===== src/rtl/gpio_irq.sv =====
// GPIO peripheral: per-pin direction, atomic set/clear/toggle, synchronised inputs, edge interrupts.
// Optional per-pin input debounce is compiled in when GPIO_DEBOUNCE_EN is defined.
module gpio_irq #(
  parameter int GPIO_NUM    = 16,
  parameter int SYNC_STAGES = 2,
  parameter int DB_CNT_W    = 8
) (
  input  logic                clk,
  input  logic                rst,
  input  logic                we_i,
  input  logic [31:0]         addr_i,
  input  logic [31:0]         data_i,
  output logic [31:0]         data_o,
  input  logic [GPIO_NUM-1:0] io_pin_i,
  output logic [GPIO_NUM-1:0] io_out_o,
  output logic [GPIO_NUM-1:0] io_oe_o,
  output logic                irq_o
);

  localparam logic [3:0] REG_DIR  = 4'h0;
  localparam logic [3:0] REG_OUT  = 4'h1;
  localparam logic [3:0] REG_IN   = 4'h2;
  localparam logic [3:0] REG_SET  = 4'h3;
  localparam logic [3:0] REG_CLR  = 4'h4;
  localparam logic [3:0] REG_TGL  = 4'h5;
  localparam logic [3:0] REG_RISE = 4'h6;
  localparam logic [3:0] REG_FALL = 4'h7;
  localparam logic [3:0] REG_STAT = 4'h8;
  localparam logic [3:0] REG_DB   = 4'h9;

  if (GPIO_NUM < 1 || GPIO_NUM > 32 || SYNC_STAGES < 2 || SYNC_STAGES > 4 ||
      DB_CNT_W < 1 || DB_CNT_W > 32) begin : g_bad_params
    $error("gpio_irq: parameter out of legal range");
  end

  logic [3:0]          wsel;
  logic [GPIO_NUM-1:0] wdata;
  logic [GPIO_NUM-1:0] dir_reg;
  logic [GPIO_NUM-1:0] out_reg;
  logic [GPIO_NUM-1:0] rise_en_reg;
  logic [GPIO_NUM-1:0] fall_en_reg;
  logic [GPIO_NUM-1:0] stat_reg;
  logic [GPIO_NUM-1:0] stat_next;
  logic [GPIO_NUM-1:0] prev_in_reg;
  logic [GPIO_NUM-1:0] in_val;
  logic [GPIO_NUM-1:0] sync_out;
  logic [GPIO_NUM-1:0] w1c;
  logic [SYNC_STAGES-1:0][GPIO_NUM-1:0] sync_reg;
  logic [31:0]         rdata;
  logic                unused_bits;

  assign wsel        = addr_i[5:2];
  assign wdata       = data_i[GPIO_NUM-1:0];
  assign unused_bits = ^{addr_i[31:6], addr_i[1:0], data_i};

  always_ff @(posedge clk) begin
    if (rst) begin
      sync_reg <= '0;
    end else begin
      sync_reg <= {sync_reg[SYNC_STAGES-2:0], io_pin_i};
    end
  end

  assign sync_out = sync_reg[SYNC_STAGES-1];

`ifdef GPIO_DEBOUNCE_EN
  logic [DB_CNT_W-1:0] db_cfg_reg;

  always_ff @(posedge clk) begin
    if (rst) begin
      db_cfg_reg <= '0;
    end else if (we_i && wsel == REG_DB) begin
      db_cfg_reg <= data_i[DB_CNT_W-1:0];
    end
  end

  // Any sample that agrees with IN restarts the count, so glitches never accumulate.
  for (genvar gi = 0; gi < GPIO_NUM; gi++) begin : g_db
    logic [DB_CNT_W-1:0] cnt_reg;
    logic                in_bit_reg;

    always_ff @(posedge clk) begin
      if (rst) begin
        cnt_reg    <= '0;
        in_bit_reg <= 1'b0;
      end else if (sync_out[gi] == in_bit_reg) begin
        cnt_reg <= '0;
      end else if (cnt_reg == db_cfg_reg) begin
        in_bit_reg <= sync_out[gi];
        cnt_reg    <= '0;
      end else begin
        cnt_reg <= cnt_reg + 1'b1;
      end
    end

    assign in_val[gi] = in_bit_reg;
  end
`else
  assign in_val = sync_out;
`endif

  always_ff @(posedge clk) begin
    if (rst) begin
      dir_reg     <= '0;
      out_reg     <= '0;
      rise_en_reg <= '0;
      fall_en_reg <= '0;
    end else if (we_i) begin
      case (wsel)
        REG_DIR:  dir_reg     <= wdata;
        REG_OUT:  out_reg     <= wdata;
        REG_SET:  out_reg     <= out_reg | wdata;
        REG_CLR:  out_reg     <= out_reg & ~wdata;
        REG_TGL:  out_reg     <= out_reg ^ wdata;
        REG_RISE: rise_en_reg <= wdata;
        REG_FALL: fall_en_reg <= wdata;
        default:  ;
      endcase
    end
  end

  // New edges are OR-ed in after the clear, so a same-cycle edge keeps the bit set.
  assign w1c       = (we_i && wsel == REG_STAT) ? wdata : '0;
  assign stat_next = (stat_reg & ~w1c)
                   | (in_val & ~prev_in_reg & rise_en_reg)
                   | (~in_val & prev_in_reg & fall_en_reg);

  always_ff @(posedge clk) begin
    if (rst) begin
      prev_in_reg <= '0;
      stat_reg    <= '0;
    end else begin
      prev_in_reg <= in_val;
      stat_reg    <= stat_next;
    end
  end

  always_comb begin
    rdata = '0;
    case (wsel)
      REG_DIR:  rdata = 32'(dir_reg);
      REG_OUT:  rdata = 32'(out_reg);
      REG_IN:   rdata = 32'(in_val);
      REG_RISE: rdata = 32'(rise_en_reg);
      REG_FALL: rdata = 32'(fall_en_reg);
      REG_STAT: rdata = 32'(stat_reg);
`ifdef GPIO_DEBOUNCE_EN
      REG_DB:   rdata = 32'(db_cfg_reg);
`endif
      default:  rdata = '0;
    endcase
  end

  always_ff @(posedge clk) begin
    if (rst) begin
      data_o <= '0;
    end else if (!we_i) begin
      data_o <= rdata;
    end
  end

  assign io_out_o = out_reg;
  assign io_oe_o  = dir_reg;
  assign irq_o    = |stat_reg;

endmodule

===== config.mk =====
export PLATFORM = sky130hd
export DESIGN_NAME = gpio_irq
export DESIGN_NICKNAME = d
export VERILOG_FILES = /design/src/rtl/gpio_irq.sv
export SDC_FILE = /design/constraint.sdc
export NUM_CORES = 1
export LEC_CHECK = 0
export BUFFER_PORTS_ARGS = -buffer_cell sky130_fd_sc_hd__buf_4
export CELL_PAD_IN_SITES_DETAIL_PLACEMENT = 0
export CELL_PAD_IN_SITES_GLOBAL_PLACEMENT = 2
export CORE_AREA = 4 4 147 149
export CTS_BUF_LIST = sky130_fd_sc_hd__clkbuf_4 sky130_fd_sc_hd__clkbuf_8
export DETAILED_ROUTE_END_ITERATION = 6
export DIE_AREA = 0 0 151 153
export PLACE_DENSITY = 0.89
export SYNTH_ARGS = -nofsm -noshare
export SYNTH_HDL_FRONTEND = slang
export SYNTH_SLANG_ARGS = --single-unit

===== constraint.sdc =====
create_clock -name clk -period 1.6 [get_ports clk]
set_input_delay 0.08 -clock clk [delete_from_list [all_inputs] [get_ports clk]]
set_output_delay 0.08 -clock clk [all_outputs]
set_load 0.01 [all_outputs]

# [Word-level counts from Yosys, hierarchy flattened]
# Cells that the tools add are included.
[op_classes] n_eq_ne=8 mux=3 bitwise=14 reduce_logical=8
[ops] operator="$and 16x16->16" count=6
[ops] operator="$pmux 16 s6" count=1
[ops] operator="$not 16->16" count=4
[ops] operator="$pmux 16 s4" count=1
[ops] operator="$or 16x16->16" count=3
[ops] operator="$eq 4x3->1 const B" count=4
[ops] operator="$mux 16" count=1
[ops] operator="$reduce_or 16->1" count=1
[ops] operator="$xor 16x16->16" count=1
[ops] operator="$eq 4x2->1 const B" count=2
[ops] operator="$reduce_and 2->1" count=4
[ops] operator="$eq 4x1->1 const B" count=1
[ops] operator="$eq 4x4->1 const B" count=1
[ops] operator="$logic_not 4->1" count=1
[ops] operator="$reduce_bool 4->1" count=1
[ops] operator="$logic_and 1x1->1" count=1
[totals] register_bits=160 input_bits=83 wordCells=42

# [Depth between registers and ports, before layout]
# Gate-level depths: netlist of run 1.
[depth] depth_word=7 ltp_mapped=7 ltp_nobuf=5

# [Worst setup path before layout of run 1]
# No wires, ideal clock.
[synth_path] path_type="in2reg" from="input port addr_i[2]" to="register dir_reg[0] (netlist: io_oe_o[0])" t_arrival_ps=1198 slack_ps=275 stages=7 n_path_buf=3 path_cell_list="buf_4 nor4b_4 nand2b_1 buf_6 buf_6 mux2i_1 nor2_1"
[synth_via] elab_chain_cells=2
[synth_lines] element="from (decl)" line="11" text="input logic [31:0] addr_i,"
[synth_lines] element="$logic_not 4->1" line="109" text="case (wsel)"
[synth_lines] element="$reduce_and 2->1 (no source line)"
[synth_lines] element="to (signal assigned)" line="110" text="REG_DIR: dir_reg <= wdata;"
[synth_lines] element="to (decl)" line="38" text="logic [GPIO_NUM-1:0] dir_reg;"
# No other way between the ends.
# A chain may end at the register's enable or synchronous reset.

# [Final worst setup path of run 1]
[layout_path] from="register stat_reg[0]" to="output port irq_o"
[layout_via] elab_chain_cells=1
[layout_lines] element="from (decl)" line="42" text="logic [GPIO_NUM-1:0] stat_reg;"
[layout_lines] element="from (signal assigned)" line="134" text="stat_reg <= stat_next;"
[layout_lines] element="$reduce_or 16->1" line="164" text="assign irq_o = |stat_reg;"
[layout_lines] element="to (decl)" line="17" text="output logic irq_o"
# No other way between the ends.

==> results of run 1 <==
==> power groups by stage <==
stage	clock network (W)	registers, W	logic [W]
CTS	0.00312	0.00376	0.000839
floorplan	0	0.00384	0.000464
global placement	0	0.00384	0.000764
global route	0.00326	0.00378	0.000922
finish	0.00302	0.00376	0.000832
detailed placement	0	0.00384	0.000773
==> critical path, stage by stage, from the launching register on <==
cell,delay (ps)
dfxtp_2,330
nor4_2,280
buf_4,160
nand4_1,180
buf_4,210
==> cell families (layout without fill, tap and decap cells) <==
kind of cell	Yosys count	after routing	share of synthesized area, %
other cells	1	16	0.05496
flops	144	144	42.25
compound gates	161	161	16.69
mux	51	51	7.537
simple gates	257	257	19.13
fa+ha+maj	32	32	5.868
buf+inv	114	234	8.472
==> per-stage QoR <==
step	hold slack (ps)	power, W	util, %	area, µm²	std cells
final	124.8	0.007611	42.48	8567	1165
after global routing	117.5	0.007956	42.48	8567	1165
after CTS	86.56	0.007720	42.44	8561	1165
after detailed placement	297.0	0.004618	38.68	7801	1101
after floorplan	208.2	0.004301	-	6879	775
after global placement	297.0	0.004607	38.68	7801	1101
==> cells in the final DEF (no fill, tap or decap), types with 3 or more instances in the layout <==
cell type | netlist | routed
a211oi_1 | 10 | 10
a21oi_1 | 55 | 55
a221o_1 | 16 | 16
a221oi_1 | 16 | 16
a22o_1 | 11 | 11
a22oi_1 | 10 | 10
a31oi_1 | 3 | 3
and2_1 | 4 | 4
buf_12 | 0 | 5
buf_4 | 20 | 119
bufinv_16 | 0 | 3
clkbuf_4 | 0 | 5
clkbuf_8 | 0 | 19
conb_1 | 1 | 16
dfxtp_1 | 144 | 142
dlygate4sd3_1 | 0 | 33
ha_1 | 32 | 32
inv_1 | 47 | 47
mux2_2 | 3 | 3
mux2i_1 | 48 | 48
nand2_1 | 83 | 83
nand2b_1 | 3 | 3
nand3_1 | 16 | 16
nand3b_1 | 17 | 17
nor2_1 | 66 | 66
nor2b_1 | 52 | 52
nor4_2 | 0 | 3
o21ai_0 | 16 | 16
o2bb2ai_1 | 16 | 16
==> timing repair <==
action | in CTS | in global routing
hold buffers | 33 | 0
endpoints found under the hold margin | 97 | 0
endpoints found under the setup margin | 1 | 1
cloned | 0 | 0
pin swaps | 1 | 1
setup buffers | 1 | 0
resized for setup | 4 | 1
==> layout make-up <==
class	count	area, µm²	area share, %
multi-input combinational	517	3437	40.12
sequential	144	2885	33.68
timing repair buffer	157	1324	15.45
tap	270	337.8	3.943
clock buffer	24	299.0	3.491
inverter	47	176.4	2.059
clock inverter	6	107.6	1.256
==> metal layers <==
metal	vias to the layer above	wire [µm]
met2	133	8375
met4	0	231
met5	-	0
met1	2620	9253
li1	2834	-
met3	18	884
==> worst paths after layout <==
| check | start | endpoint | slack [ps] | cells after the start |
|---|---|---|---|---|
| hold reg to reg | sync_reg[0]$_SDFF_PP0_ | in_val[0]$_SDFF_PP0_ | 430 | 1 |
| hold / removal | rst | io_oe_o[3]$_SDFFE_PP0P_ | 120 | 3 |
| setup reg to reg | io_out_o[14]$_SDFFE_PP0P_ | io_out_o[14]$_SDFFE_PP0P_ | 240 | 5 |
| setup / recovery | stat_reg[0]$_SDFF_PP0_ | irq_o | -80 | 4 |
==> qor_table.md, run 1 <==
| Result | This run | Unit |
| --- | --- | --- |
| Result of the run | complete, but fails checks | - |
| Violated checks | negative setup slack | - |
| CTS sink count | 144 | - |
| Count of H-tree levels built during CTS | 4 | - |
| Slew of the pin with the lowest slew margin | 1117 | ps |
| Via density per instance | 4.811 | - |
| Detailed router's first-iteration violation count | 329 | - |
| CTS tree | yes | - |
| Per-instance average area after synthesis | 8.977 | µm² |
| Met1 track demand over resource in global routing | 23.91 | % |
| Layer carrying the most global-route usage | met2 | - |
| Cells after Synth | 760 | - |
| Sequential fraction of the synthesis area | 42.25 | % |
| Die area | 0.02310 | mm² |
| Required time reported for the critical path endpoint | 1520 | ps |
| Number of hold violations in the final report | 0 | - |
| HPWL Detailed | 13140 | µm |
| Effective utilization at floorplan | 33.83 | % |
| Number of antenna violations at the first check in global routing | 0 | - |
| Chip Height | 153 | µm |
| Remaining antenna violation count after routing | 0 | - |
| Floorplan core area | 0.02017 | mm² |
| Clock insertion delay at the later pin of the skew report | 450 | ps |
| Clock group share of total power | 39.7 | % |
| Worst Setup Path Type | flop to output port | - |
| Max Fanout on Critical Path | 2 | - |
| Area Growth Syn to Fin | 25.56 | % |
| #FFs+latches synth | 144 | - |
| Final estimated routing congestion in global placement | 0.8014 | - |
| Unrepaired setup endpoints after global routing | true | - |
| Number of buffers created by CTS | 17 | - |
| Antenna diodes | 0 | - |
| Switching Share | 24.32 | % |
| Maximum number of pins on one net before global-route repair | 111 | - |
| Headroom to the max-slew limit | 25.20 | % |
| Final total negative setup slack | -82.25 | ps |
| Detailed-route wire length per cell | 16.09 | µm |
| Post-layout minimum cycle time | 1682 | ps |
| Number of buffers on the longest clock path | 2 | - |
| Routing usage on met3 | 3.494 | % |
| Fraction of synthesized cell area taken by the top area cell type | 42.25 | % |
| Count of flip-flops with a built-in enable after synthesis | 0 | - |
| Leakage component of the power | 3.553 | nW |
| Final setup skew | 9.747 | ps |
| Fraction of layout instances using a drive strength above 1 | 19.11 | % |
| Type of the worst min-delay path | input pin to flop | - |
| Clock Pin Slew Worst Setup and Hold Paths | 70 | ps |
| Cells taking the most area after synthesis | dfxtp_1, mux2i_1, ha_1 | - |
| Buffer cell driving the clock tree root | clkbuf_8 | - |
| YS warnings | 0 | - |
| Number of global-route vias before repair | 5666 | - |
| Count of endpoints failing setup in the final report | 1 | - |
| Design internal power | 0.005760 | W |
| Number of ports placed on the die boundary | 148 | - |
| Final slew viol count | 0 | - |
| Count leader, synth | dfxtp_1 | - |
| Distinct cells, synth | 44 | - |
| First-pass GRT wire length | 30590 | µm |
| Cell taking the most area after synthesis | dfxtp_1 | - |
| Total length of routed wires | 18750 | µm |
| Overall overflow remaining after global route | 0 | - |
| Layout net count | 999 | - |
| IO Port Bufs | 87 | - |
| Worst slack after detailed placement | -34.84 | ps |
| Maximum vdd drop | 469.1 | µV |
| Fill count | 2054 | - |
| First drt pass iteration count | 5 | - |
| Proportion of power drawn by combinational gates | 10.9 | % |
| CP Capture Type | output port | - |
| Least setup slack across all paths after layout | -82.25 | ps |
| Number of design rule violations left after detail routing | 0 | - |
| Combined global-route utilization of all metal layers | 16.73 | % |
| Maximum Capacitance Violations | 0 | - |
| Share of synthesized registers carrying an async set or reset | 0 | % |
| Data arrival time of the worst path | 1600 | ps |
| Cell area after synthesis | 0.006823 | mm² |
| Switching component of the power | 0.001851 | W |
| Top cells by instance count after synthesis | dfxtp_1, nand2_1, nor2_1 | - |
| Met2 Use GR | 25.54 | % |
| Register share of total power | 49.4 | % |
| Die X | 151 | µm |
| Standard-cell row count | 52 | - |
| Detailed-route via count | 5605 | - |
| Main synth FF type | dfxtp_1 | - |
| Ratio of final minimum period to clock period | 105.1 | % |
| Pwr per Cell Area | 888.5 | mW/mm² |
| Startpoint type of the worst setup path | flop | - |
| Maximum clock frequency | 594.4 | MHz |
(Power assumes the default switching activity.)
==> run 2: changes to the inputs <==
- CORE_AREA: 4 4 147 149 -> 4 4 156 158
- DIE_AREA: 0 0 151 153 -> 0 0 160 162
- PLACE_DENSITY: 0.89 -> 0.81
==> qor_table.md, run 2 (synthesized netlist as in run 1, its figures left out) <==
| Result | This run | Unit | Change |
| --- | --- | --- | --- |
| CP Capture Type | output port | - |  |
| Area Growth Syn to Fin | 27.03 | % |  |
| Antenna diodes | 0 | - | unchanged |
| Maximum clock frequency | 611.2 | MHz | +2.8% |
| Die X | 160 | µm | +6.0% |
| Number of buffers on the longest clock path | 2 | - | unchanged |
| Clock Pin Slew Worst Setup and Hold Paths | 90 | ps | +20 ps |
| Detailed router's first-iteration violation count | 445 | - | +35% |
| Worst reg2reg path endpoint | stat_reg[0]$_SDFF_PP0_ | - |  |
| Data arrival time of the worst path | 1560 | ps | -40 ps |
| Pwr per Cell Area | 907.1 | mW/mm² | +2.1% |
| Hold Path Origin | addr_i[5] | - |  |
| Post-route standard cell area excluding fillers | 0.008667 | mm² | +1.2% |
| Count of endpoints failing setup in the final report | 1 | - | unchanged |
| Instance area after placement | 0.007849 | mm² | +0.61% |
| First drt pass iteration count | 5 | - | unchanged |
| Number of buffers created by CTS | 17 | - | unchanged |
| Layout net count | 1003 | - | +0.40% |
| Max Fanout on Critical Path | 3 | - | +1 |
| Reg2Reg Setup Slack | 200 | ps | -40 ps |
| Post-layout minimum cycle time | 1636 | ps | -46.13 ps |
| Startpoint type of the worst setup path | flop | - |  |
| Hold endpoint | stat_reg[1]$_SDFF_PP0_ | - |  |
| Result of the run | complete, but fails checks | - |  |
| Worst slack after detailed placement | 114.8 | ps | +149.7 ps |
| Headroom to the max-slew limit | 61.09 | % | +36 points |
| Least setup slack across all paths after layout | -36.11 | ps | +46.13 ps |
| Violated checks | negative setup slack | - |  |
| Final slew viol count | 0 | - | unchanged |
| Number of global-route vias before repair | 5600 | - | -1.2% |
| Detailed-route wire length per cell | 16.34 | µm | +1.5% |
| Commonest cells after routing, fill and taps aside | dfxtp_1, buf_4, nand2_1 | - |  |
| Standard-cell row count | 56 | - | +7.7% |
| Final estimated routing congestion in global placement | 0.7997 | - | -0.21% |
| First-pass GRT wire length | 31320 | µm | +2.4% |
| Worst Setup Path Type | flop to output port | - |  |
| HPWL Detailed | 13760 | µm | +4.7% |
| Buffer cell driving the clock tree root | clkbuf_8 | - |  |
| Fraction of layout instances using a drive strength above 1 | 19.76 | % | +0.65 points |
| Chip Height | 162 | µm | +5.9% |
| Combined global-route utilization of all metal layers | 15.04 | % | -1.7 points |
| Effective utilization at floorplan | 29.51 | % | -4.3 points |
| Final setup skew | 8.745 | ps | -1.002 ps |
| IO Port Bufs | 87 | - | unchanged |
| Number of ports placed on the die boundary | 148 | - | unchanged |
| Leading cell type in the layout, fill and taps excluded | dfxtp_1 | - |  |
| Detailed-route via count | 5601 | - | -0.071% |
| Number of standard cells in the final layout excluding fillers | 1191 | - | +2.2% |
| Slew of the pin with the lowest slew margin | 583.6 | ps | -533.5 ps |
| CTS sink count | 144 | - | unchanged |
| CTS tree | yes | - |  |
| Number of antenna violations at the first check in global routing | 0 | - | unchanged |
| Via density per instance | 4.703 | - | -2.3% |
| Maximum number of pins on one net before global-route repair | 124 | - | +12% |
| Number of hold violations in the final report | 0 | - | unchanged |
| Met2 Use GR | 23.72 | % | -1.8 points |
| Ratio of final minimum period to clock period | 102.3 | % | -2.9 points |
| Layer carrying the most global-route usage | met2 | - |  |
| Overall overflow remaining after global route | 0 | - | unchanged |
| Remaining antenna violation count after routing | 0 | - | unchanged |
| Maximum vdd drop | 364.8 | µV | -22% |
| Number of design rule violations left after detail routing | 0 | - | unchanged |
| Worst hold margin | 75.07 | ps | -49.76 ps |
| Total instance count after detailed placement | 1124 | - | +2.1% |
| Type of the worst min-delay path | input pin to flop | - |  |
| Number of cells on the worst hold path | 4 | - | +1 |
| Total length of routed wires | 19460 | µm | +3.8% |
| Fill count | 2387 | - | +16% |
| Cells on worst reg2reg path | 5 | - | unchanged |
| Critical Path Source | stat_reg[0]$_SDFF_PP0_ | - |  |
| Launching point of the worst reg2reg path | in_val[0]$_SDFF_PP0_ | - |  |
| Met1 track demand over resource in global routing | 20.99 | % | -2.9 points |
| Floorplan core area | 0.02312 | mm² | +15% |
| Count of H-tree levels built during CTS | 4 | - | unchanged |
| Clock insertion delay at the later pin of the skew report | 440 | ps | about the same |
| Leakage component of the power | 3.591 | nW | +1.1% |
| Maximum Capacitance Violations | 0 | - | unchanged |
| Routing usage on met3 | 2.690 | % | -0.80 points |
| Die area | 0.02592 | mm² | +12% |
| Required time reported for the critical path endpoint | 1520 | ps | about the same |
| Unrepaired setup endpoints after global routing | true | - |  |
[run 2: cell count changes in the layout (fill, tap and decap cells not counted), sizes merged]
cell,change
inv,+4
clkinv,+3
bufinv,+1
buf,+4
clkbuf,-6
[run 2: area by class of cell]
cell class	instances	area [µm²]	area share, %
inverter	47	176.4	2.036
clock inverter	14	202.7	2.339
tap	290	362.8	4.187
timing repair buffer	161	1354	15.62
multi-input combinational	517	3437	39.66
sequential	144	2887	33.30
clock buffer	18	247.7	2.858
[run 2: power breakdown]
part,leakage [nW],internal (W),switching (W)
logic,2.19,0.000386,0.000454
clock network,0.225,0.00177,0.00150
registers,1.17,0.00368,0.0000763
[run 2: critical path, cell delays in order (launching register included)]
cell,delay [ps]
dfxtp_2,340
nor4_2,250
buf_4,160
nand4_1,160
buf_4,200
[run 2: layer usage]
metal / share of wire (%) / wire [µm]
met5: 0 / 0
met4: 1.6 / 314
met3: 3.3 / 649
met2: 45 / 8812
met1: 50 / 9680
[run 2: worst max path at each step]
| stage | endpoint |
|---|---|
| 3_3_place_gp | data_o[9]$_SDFFE_PP0N_ |
| 6_report | irq_o |
| 4_1_cts | irq_o |
| 2_1_floorplan | io_oe_o[0]$_SDFFE_PP0P_ |
| 3_5_place_dp | data_o[9]$_SDFFE_PP0N_ |
| 5_1_grt | irq_o |
[run 2: repair_timing]
item	in CTS	in global routing
setup endpoints to repair	1	1
resized for setup	3	3
endpoints found under the hold margin	92	0
pin swaps	2	2
hold buffers	33	0
buffers inserted	1	1
[run 2: through the flow]
step           TNS [ps]  util, %  total power [W]
2_1_floorplan         0        -         0.004301
4_1_cts          -108.4    37.39         0.007975
3_5_place_dp          0    33.94         0.004626
6_report         -36.11    37.48         0.007862
5_1_grt          -143.3    37.48         0.008211
3_3_place_gp          0    33.94         0.004612
